<file path="src/rtl/uart_msg_pkg.sv">
// Shared types and constants for the UART message port: message width helper,
// message type, TX sequencer states and the error counter width.
package uart_msg_pkg;

   localparam int CNT_W = 8;
   localparam logic [CNT_W-1:0] CNT_MAX = '1;
   localparam int DEFAULT_MSG_WIDTH = 32;

   typedef logic [DEFAULT_MSG_WIDTH-1:0] msg_t;

   typedef enum logic [1:0] {
      TX_IDLE,
      TX_SEND,
      TX_GAP
   } tx_state_t;

   function automatic int msg_width(input int word_size, input int words_per_msg);
      return word_size * words_per_msg;
   endfunction

endpackage

</file>
<file path="src/rtl/msg_fifo.sv">
// Show-ahead message FIFO. A push while full is accepted only when a pop
// happens in the same cycle, so a full FIFO can stream without dropping.
module msg_fifo #(
   parameter int WIDTH = 32,
   parameter int DEPTH = 8
) (
   input  logic             clk,
   input  logic             reset,
   input  logic             push,
   input  logic [WIDTH-1:0] push_data,
   input  logic             pop,
   output logic [WIDTH-1:0] head,
   output logic             full,
   output logic             empty
);

   localparam int AW = $clog2(DEPTH);

   logic [WIDTH-1:0] mem [DEPTH];
   logic [AW-1:0]    wr_ptr;
   logic [AW-1:0]    rd_ptr;
   logic [AW:0]      count;
   logic             do_push;
   logic             do_pop;

   assign do_pop  = pop && !empty;
   assign do_push = push && (!full || do_pop);
   assign empty   = (count == '0);
   assign full    = (count == (AW+1)'(DEPTH));
   // Head is forced to zero when empty so stale storage never shows after reset.
   assign head    = empty ? '0 : mem[rd_ptr];

   always_ff @(posedge clk or posedge reset) begin
      if (reset) begin
         wr_ptr <= '0;
         rd_ptr <= '0;
         count  <= '0;
      end else begin
         if (do_push) wr_ptr <= wr_ptr + AW'(1);
         if (do_pop)  rd_ptr <= rd_ptr + AW'(1);
         if (do_push && !do_pop)      count <= count + (AW+1)'(1);
         else if (!do_push && do_pop) count <= count - (AW+1)'(1);
      end
   end

   always_ff @(posedge clk) begin
      if (do_push) mem[wr_ptr] <= push_data;
   end

endmodule

</file>
<file path="src/rtl/uart_msg_port.sv">
// Message framing engine between the UART byte layer and the controller:
// assembles RX words into messages and serialises TX messages into words.
module uart_msg_port
   import uart_msg_pkg::*;
#(
   parameter int WORD_SIZE     = 8,
   parameter int WORDS_PER_MSG = 4,
   parameter int RX_FIFO_DEPTH = 8,
   parameter int TX_FIFO_DEPTH = 8,
   parameter int TIMEOUT_CLKS  = 12000,
   parameter int MSB_FIRST     = 1,
   localparam int MSG_WIDTH    = msg_width(WORD_SIZE, WORDS_PER_MSG)
) (
   input  logic                 clk,
   input  logic                 reset,
   input  logic [WORD_SIZE-1:0] rx_data,
   input  logic                 rx_valid,
   input  logic                 tx_ready,
   output logic                 tx_start,
   output logic [WORD_SIZE-1:0] tx_data,
   output logic [MSG_WIDTH-1:0] in_msg,
   output logic                 in_avail,
   input  logic                 in_req,
   output logic                 in_full,
   input  logic [MSG_WIDTH-1:0] out_msg,
   input  logic                 out_req,
   output logic                 out_full,
   output logic [CNT_W-1:0]     rx_overrun_cnt,
   output logic [CNT_W-1:0]     rx_timeout_cnt
);

   localparam int WC_W   = $clog2(WORDS_PER_MSG);
   localparam int IDLE_W = (TIMEOUT_CLKS > 1) ? $clog2(TIMEOUT_CLKS) : 1;

   logic [WC_W-1:0]      word_cnt;
   logic [IDLE_W-1:0]    idle_cnt;
   logic [MSG_WIDTH-1:0] rx_msg;
   logic [MSG_WIDTH-1:0] rx_next_msg;
   logic                 rx_last;
   logic                 rx_push;
   logic                 rx_empty;
   logic                 rx_overrun;
   logic                 timeout_hit;

   assign rx_last     = (word_cnt == WC_W'(WORDS_PER_MSG - 1));
   assign rx_push     = rx_valid && rx_last;
   assign rx_overrun  = rx_push && in_full && !in_req;
   assign in_avail    = !rx_empty;
   assign timeout_hit = (TIMEOUT_CLKS != 0) && (word_cnt != '0) && !rx_valid &&
                        (idle_cnt == IDLE_W'(TIMEOUT_CLKS - 1));

   // The completing word is merged combinationally so the full message can be
   // pushed on the same edge that receives its last word.
   always_comb begin
      rx_next_msg = rx_msg;
      if (MSB_FIRST != 0)
         rx_next_msg[(WORDS_PER_MSG - 1 - int'(word_cnt)) * WORD_SIZE +: WORD_SIZE] = rx_data;
      else
         rx_next_msg[int'(word_cnt) * WORD_SIZE +: WORD_SIZE] = rx_data;
   end

   always_ff @(posedge clk or posedge reset) begin
      if (reset) begin
         word_cnt       <= '0;
         idle_cnt       <= '0;
         rx_msg         <= '0;
         rx_timeout_cnt <= '0;
         rx_overrun_cnt <= '0;
      end else begin
         if (rx_valid) begin
            rx_msg   <= rx_next_msg;
            word_cnt <= rx_last ? '0 : word_cnt + WC_W'(1);
            idle_cnt <= '0;
         end else if (word_cnt == '0) begin
            idle_cnt <= '0;
         end else if (timeout_hit) begin
            word_cnt <= '0;
            idle_cnt <= '0;
            if (rx_timeout_cnt != CNT_MAX) rx_timeout_cnt <= rx_timeout_cnt + CNT_W'(1);
         end else begin
            idle_cnt <= idle_cnt + IDLE_W'(1);
         end
         if (rx_overrun && rx_overrun_cnt != CNT_MAX)
            rx_overrun_cnt <= rx_overrun_cnt + CNT_W'(1);
      end
   end

   msg_fifo #(
      .WIDTH (MSG_WIDTH),
      .DEPTH (RX_FIFO_DEPTH)
   ) u_rx_fifo (
      .clk       (clk),
      .reset     (reset),
      .push      (rx_push),
      .push_data (rx_next_msg),
      .pop       (in_req),
      .head      (in_msg),
      .full      (in_full),
      .empty     (rx_empty)
   );

   tx_state_t            state;
   tx_state_t            nxt;
   logic [WC_W-1:0]      tx_cnt;
   logic [MSG_WIDTH-1:0] tx_shift;
   logic [MSG_WIDTH-1:0] tx_head;
   logic [WORD_SIZE-1:0] tx_cur;
   logic [WORD_SIZE-1:0] tx_last_data;
   logic                 tx_empty;
   logic                 tx_pop;
   logic                 tx_last_word;

   assign tx_cur       = (MSB_FIRST != 0) ? tx_shift[MSG_WIDTH-1 -: WORD_SIZE]
                                          : tx_shift[WORD_SIZE-1:0];
   assign tx_last_word = (tx_cnt == WC_W'(WORDS_PER_MSG - 1));

   msg_fifo #(
      .WIDTH (MSG_WIDTH),
      .DEPTH (TX_FIFO_DEPTH)
   ) u_tx_fifo (
      .clk       (clk),
      .reset     (reset),
      .push      (out_req),
      .push_data (out_msg),
      .pop       (tx_pop),
      .head      (tx_head),
      .full      (out_full),
      .empty     (tx_empty)
   );

   always_ff @(posedge clk or posedge reset) begin
      if (reset) state <= TX_IDLE;
      else       state <= nxt;
   end

   // GAP lasts one cycle because uart_tx only drops ready after seeing start.
   always_comb begin
      nxt = state;
      case (state)
         TX_IDLE: if (!tx_empty) nxt = TX_SEND;
         TX_SEND: if (tx_start) nxt = TX_GAP;
         TX_GAP:  nxt = tx_last_word ? TX_IDLE : TX_SEND;
         default: nxt = TX_IDLE;
      endcase
   end

   always_comb begin
      tx_pop   = (state == TX_IDLE) && !tx_empty;
      tx_start = (state == TX_SEND) && tx_ready;
      tx_data  = tx_start ? tx_cur : tx_last_data;
   end

   always_ff @(posedge clk or posedge reset) begin
      if (reset) begin
         tx_shift     <= '0;
         tx_cnt       <= '0;
         tx_last_data <= '0;
      end else begin
         if (tx_pop) begin
            tx_shift <= tx_head;
            tx_cnt   <= '0;
         end else if (tx_start) begin
            tx_shift <= (MSB_FIRST != 0) ? (tx_shift << WORD_SIZE) : (tx_shift >> WORD_SIZE);
         end
         if (state == TX_GAP && !tx_last_word) tx_cnt <= tx_cnt + WC_W'(1);
         if (tx_start) tx_last_data <= tx_cur;
      end
   end

endmodule

</file>
<file path="config.mk">
export PLATFORM = sky130hd
export DESIGN_NAME = uart_msg_port
export DESIGN_NICKNAME = d
export VERILOG_FILES = /design/src/rtl/uart_msg_pkg.sv /design/src/rtl/msg_fifo.sv /design/src/rtl/uart_msg_port.sv
export SDC_FILE = /design/constraint.sdc
export NUM_CORES = 1
export LEC_CHECK = 0
export CAP_MARGIN = 20
export CORE_MARGIN = 10
export CORE_UTILIZATION = 50
export CTS_CLUSTER_DIAMETER = 30
export DETAILED_ROUTE_END_ITERATION = 12
export GPL_TIMING_DRIVEN = 0
export HOLD_SLACK_MARGIN = 0.08
export PLACE_DENSITY = 0.74
export SETUP_SLACK_MARGIN = 0.3
export SYNTH_ARGS = -nofsm -noshare
export SYNTH_HDL_FRONTEND = slang
export SYNTH_SLANG_ARGS = --single-unit
</file>
<file path="constraint.sdc">
create_clock -name clk -period 6.4 [get_ports clk]
set_input_delay 0.64 -clock clk [delete_from_list [all_inputs] [get_ports clk]]
set_output_delay 0.64 -clock clk [all_outputs]
set_load 0.01 [all_outputs]
</file>
After elaboration in Yosys (flattened, before gate mapping)
Memories as Yosys holds them, arrays and structs flattened. Index checks and enable logic that the tools add are counted.

Output and inout bits: 60. Input port bits: 46. Register bits: 128. Memories: 2. RAM bits: 512. Latch bits: 0. Memory bits (read-only): 0. Logic and storage cells: 118.

Mux-type cells: 27. Multiply operators: 0. Shift-type cells: 2. $lt $le $gt $ge: 0. Div/mod/pow operators: 0. Bitwise operators: 2. Add/subtract/negate cells: 15. Eq/ne operators: 12. Reduce and logical (&&, ||, !) cells: 43.

Memories: u_rx_fifo.mem (words 8, bits a word 32, read ports 1, clocked after memory_dff 0, write ports 1, RTL line msg_fifo.sv:19) `logic [WIDTH-1:0] mem [DEPTH];`; u_tx_fifo.mem (words 8, bits a word 32, read ports 1, clocked after memory_dff 0, write ports 1, RTL line msg_fifo.sv:19).

Operators by type and width (number): $mux W32 (4); $mux W14 (3); $neg A6 Y33 (1); $shift A8 B33 Y32 const A (1); $shiftx A8 B33 Y32 (1); $bwmux W32 (1); $logic_and A1 B1 Y1 (17); $add A8 B1 Y8 const B (2); $mux W2 (8); $mux W4 (4); $ne A8 B8 Y1 const B (2); $add A14 B1 Y14 const B (1); $eq A14 B14 Y1 const B (1); $add A3 B1 Y3 const B (4); $reduce_bool A2 Y1 (6); $logic_not A1 Y1 (11); $add A4 B1 Y4 const B (2); $eq A4 B4 Y1 const B (2); $logic_not A4 Y1 (2); $mux W8 (1); $sub A4 B1 Y4 const B (2); $eq A2 B2 Y1 const B (3); $ne A2 B2 Y1 const B (3); $pmux W2 S3 (1); other kinds (9) (18).

Depth between registers and ports, before layout
Word-level depth: 10. Mapped depth: 12.

Hierarchy
Synthesis repeated with hierarchy kept, for this count alone.

Cell total of the unflattened synthesis: 1396. Area total of the unflattened synthesis: 25458.2 µm².

By module, submodules not included: msg_fifo (times used 2, area each 10188.5 µm², cells an instance 438); uart_msg_port (times used 1, area each 5081.1 µm², cells an instance 520).

Least setup slack after synthesis
No wires, ideal clock.

Kind: register to register. From: reg word_cnt[0]. To: mem u_rx_fifo.mem[0][0], enable pin. Data arrival time: 4.065 ns. Stages on the path, launching flop included: 5. Clock period less this slack: 4.567 ns. Slack: 1.833 ns. Cell sequence: dfrtp_1 -> ha_1 -> and2_1 -> o21ai_1 -> nor4_1.

Word-level cells in the longest chain between the ends: 5.

RTL lines: start, declared (RTL line uart_msg_port.sv:35) `logic [WC_W-1:0] word_cnt;`; start signal, assigned (RTL line uart_msg_port.sv:72) `word_cnt <= rx_last ? '0 : word_cnt + WC_W'(1);`; $eq A2 B2 Y1 (RTL line uart_msg_port.sv:45) `assign rx_last = (word_cnt == WC_W'(WORDS_PER_MSG - 1));`; $logic_and A1 B1 Y1 (RTL line uart_msg_port.sv:46) `assign rx_push = rx_valid && rx_last;`; $logic_and A1 B1 Y1 (RTL line msg_fifo.sv:27) `assign do_push = push && (!full || do_pop);`; $mux W1 (RTL line msg_fifo.sv:47) `if (do_push) mem[wr_ptr] <= push_data;`; $mux W1 (not written as such) (RTL line msg_fifo.sv:47); end, declared (RTL line msg_fifo.sv:19).

Every way passes these cells.

Worst setup path in the final report
From: reg u_rx_fifo.rd_ptr[1]. To: out in_msg[21].

Word-level cells in the longest chain between the ends: 2.

RTL lines: start, declared (RTL line msg_fifo.sv:21) `logic [AW-1:0] rd_ptr;`; start signal, assigned (RTL line msg_fifo.sv:40) `if (do_pop) rd_ptr <= rd_ptr + AW'(1);`; $mem_v2 Z8 W32; $mux W32 (RTL line msg_fifo.sv:31) `assign head = empty ? '0 : mem[rd_ptr];`; end, declared (RTL line uart_msg_port.sv:21) `output logic [MSG_WIDTH-1:0] in_msg,`.

Every way passes these cells.

==> results.yml <==
status:
  status: "complete, no violations"
detailed_routing:
  routed_wirelength_mm: 58.39
  num_vias: 14291
  wl_met1_mm: 22.05
  wl_met3_mm: 3.564
  highest_layer: "met4"
  drtIter0Drc: 1176
  postRouteAntennaNets: 0
  drc_errors: 0
  wl_met2_mm: 30.87
  vias_per_cell: 5.765
  wire_per_inst_um: 23.55
  drt-pass1-iter-count: 5
synth:
  synthDistinctLibCells: 48
  yosys.area.top_type_share: 0.6042
  ys_seq_area_frac: 0.7300
  synth_top_area_cell: "edfxtp_1"
  synthFlopType: "edfxtp_1"
  synth_area_leaders: "edfxtp_1, dfrtp_1, mux4_2, nand2_1, mux2i_1"
  synth_edf_count: 512
  syn_nets: 1522
  syn_avg_cell_area_um2: 17.49
  ys_ff_latch: 640
  yosys_warnings: 0
  async_flop_share: 0.2000
  syn_inst: 1455
  netlist_area_um2: 25450
floorplanning:
  initial_utilization: 0.5062
  die_w_um: 245.6
  die-area_um2: 60320
  pin_count: 106
  die_height_um: 245.6
  core_area_um2: 50270
  num_rows: 82
setup_path:
  start_kind: "register"
  arrival_ps: 3600
  cp_max_fo: 10
  path_class: "register to output pin"
  cp.required_ps: 5760
  crit_path_end_kind: "output pin"
cts:
  post_cts_resized: 0
  cts_tree: "yes"
  cts.htree.levels: 3
  cts_hold_buf: 0
  post-cts-setup-buffer-count: 0
  cts_sinks: 640
  cts_buffer_depth: 3
  cts_inserted_buffers: 110
  insertion_delay_ps: 660
  path_clk_slew_ps: 50
  cts_root_buf: "clkbuf_16"
power_and_ir_drop:
  power.total_mw: 15.74
  power.static_leakage_nw: 11.32
  ir_drop_uv: 321.0
  power.density_nw_per_um2: 494.7
place:
  routabilityCongestion: 0.8095
  placed_area_um2: 27970
  hpwl_mm: 37.56
  placement.io_buffers: 105
  dp.cells: 2267
  place_ws_ps: 2464
sta:
  drv_slew: 0
  timing.final.crit_share: 0.6629
  hold_viol: 0
  fmax_ghz: 0.2357
  fin_ws_ps: 2158
  tightest_slew_ps: 1068
  rsz0062_at_grt: "false"
  finalSetupTns_ps: 0
  finalClockSkew_ps: 59.84
  finalHoldWorstSlack_ps: 335.0
  finalSetupViolCount: 0
  max_slew_margin: 0.2804
  fin_crit_ps: 4242
cells_and_area:
  fillers: 3395
  drive_gt1_frac: 0.2309
  fin_area_um2: 31820
  area_growth_pct: 25.03
  final_cells: 2479
  fin_nets: 1778
  final_core_util: 0.6329
global_routing:
  grt_max_degree: 100
  grt_pass1_vias: 15242
  gr-total-overflow: 0
  grt_pass1_wl_mm: 90.18
  grt_use_total: 0.1948
  grt_antenna_before_repair: 1
hold_path:
  hold_path.class: "input pin to async pin"
flow_run:
  cap_violations: 0
[kinds of logic (layout without fill, tap and decap cells)]
group | count (synthesis) | after routing | share of synthesized area
AOI/OAI and AO/OA | 123 | 123 | 0.03191
xor gates and xnor gates | 33 | 33 | 0.01136
adders and majority gates | 21 | 21 | 0.01092
buffers and inverters | 106 | 457 | 0.01627
DFF | 640 | 640 | 0.7300
muxes | 186 | 186 | 0.1372
other | 0 | 1 | 0
and+or+nand+nor | 346 | 346 | 0.06229
[Yosys cell counts (all sizes together), types with 2 or more instances]
cell type and count:
edfxtp 512, nand2 153, dfrtp 128, mux4 128
nor2 75, clkbuf 43, inv 41, o21ai 37
mux2i 35, a31oi 34, a211oi 24, nor2b 24
mux2 23, buf 22, ha 19, xnor2 19
nand3 18, nor3 18, nand2b 15, nor4 14
xor2 14, a22o 8, a221o 7, and3 7
nand4 7, a21oi 4, and2 4, a2111oi 2
a21boi 2, a21o 2, fa 2, nor4b 2
or2 2, or3 2, or4b 2
[registers in the layout, summed over array words and instances (netlist names)]
name / cells
idle_cnt: 14
rx_overrun_cnt: 8
tx_last_data: 8
tx_shift: 32
u_tx_fifo.mem: 256
u_rx_fifo.count: 4
u_rx_fifo.mem: 256
word_cnt: 2
u_rx_fifo.wr_ptr: 3
rx_timeout_cnt: 8
state: 2
u_tx_fifo.wr_ptr: 3
u_tx_fifo.count: 4
u_tx_fifo.rd_ptr: 3
rx_msg: 32
tx_cnt: 2
u_rx_fifo.rd_ptr: 3
[final timing paths]
| path | startpoint | cells past startpoint | end | slack, ps |
|---|---|---|---|---|
| max | u_rx_fifo.rd_ptr[1] | 6 | in_msg[21] | 2160 |
| min | reset | 2 | rx_overrun_cnt[1] | 340 |
| max reg2reg | u_tx_fifo.count[1] | 12 | u_tx_fifo.count[3] | 2660 |
| min reg2reg | tx_last_data[5] | 2 | tx_last_data[5] | 470 |
| max in group asynchronous | reset | 3 | tx_shift[3] | 5280 |
| min in group clk | tx_last_data[5] | 2 | tx_last_data[5] | 470 |
[per-layer routing]
layer / vias up / track usage
met2: 582 / 0.3379
met5: - / 0
met4: 0 / 0.08404
met3: 137 / 0.03606
li1: 6208 / -
met1: 7364 / 0.2349
[placed cells by master (no fill, tap or decap), types with 23 or more instances in the layout]
cell type,instances
edfxtp_1,512
mux2_2,23
nor2_1,66
nor2b_1,24
o21ai_0,36
mux4_2,128
dfrtp_1,128
clkbuf_16,110
a211oi_1,24
mux2i_1,35
a31oi_1,34
clkbuf_1,52
inv_1,40
clkdlybuf4s50_1,105
nand2_1,153
[critical path, stage by stage (launching register included)]
cell             delay (ps)
dfrtp_1                 370
clkbuf_1                520
buf_1                   700
mux4_2                  430
mux2i_1                 290
nor2_1                  120
clkdlybuf4s50_1         520
[where the power goes]
group / internal, mW / switching [mW] / total [mW] / leakage (nW)
clock: 3.81 / 2.05 / 5.86 / 1.85
combinational: 1.90 / 2.37 / 4.27 / 3.17
sequential: 5.31 / 0.303 / 5.61 / 6.29
[final cells by class]
class | count | area, um2 | area share
multi-input combinational | 709 | 6566 | 0.2064
antenna | 1 | 2.502 | 0.00007865
sequential | 640 | 18580 | 0.5839
timing repair buffer | 144 | 1594 | 0.05010
clock inverter | 79 | 905.9 | 0.02847
clock buffer | 128 | 2910 | 0.09147
tap | 672 | 840.8 | 0.02643
buffer | 65 | 260.3 | 0.008180
inverter | 41 | 158.9 | 0.004994
Power figures use the tool's default switching activity.
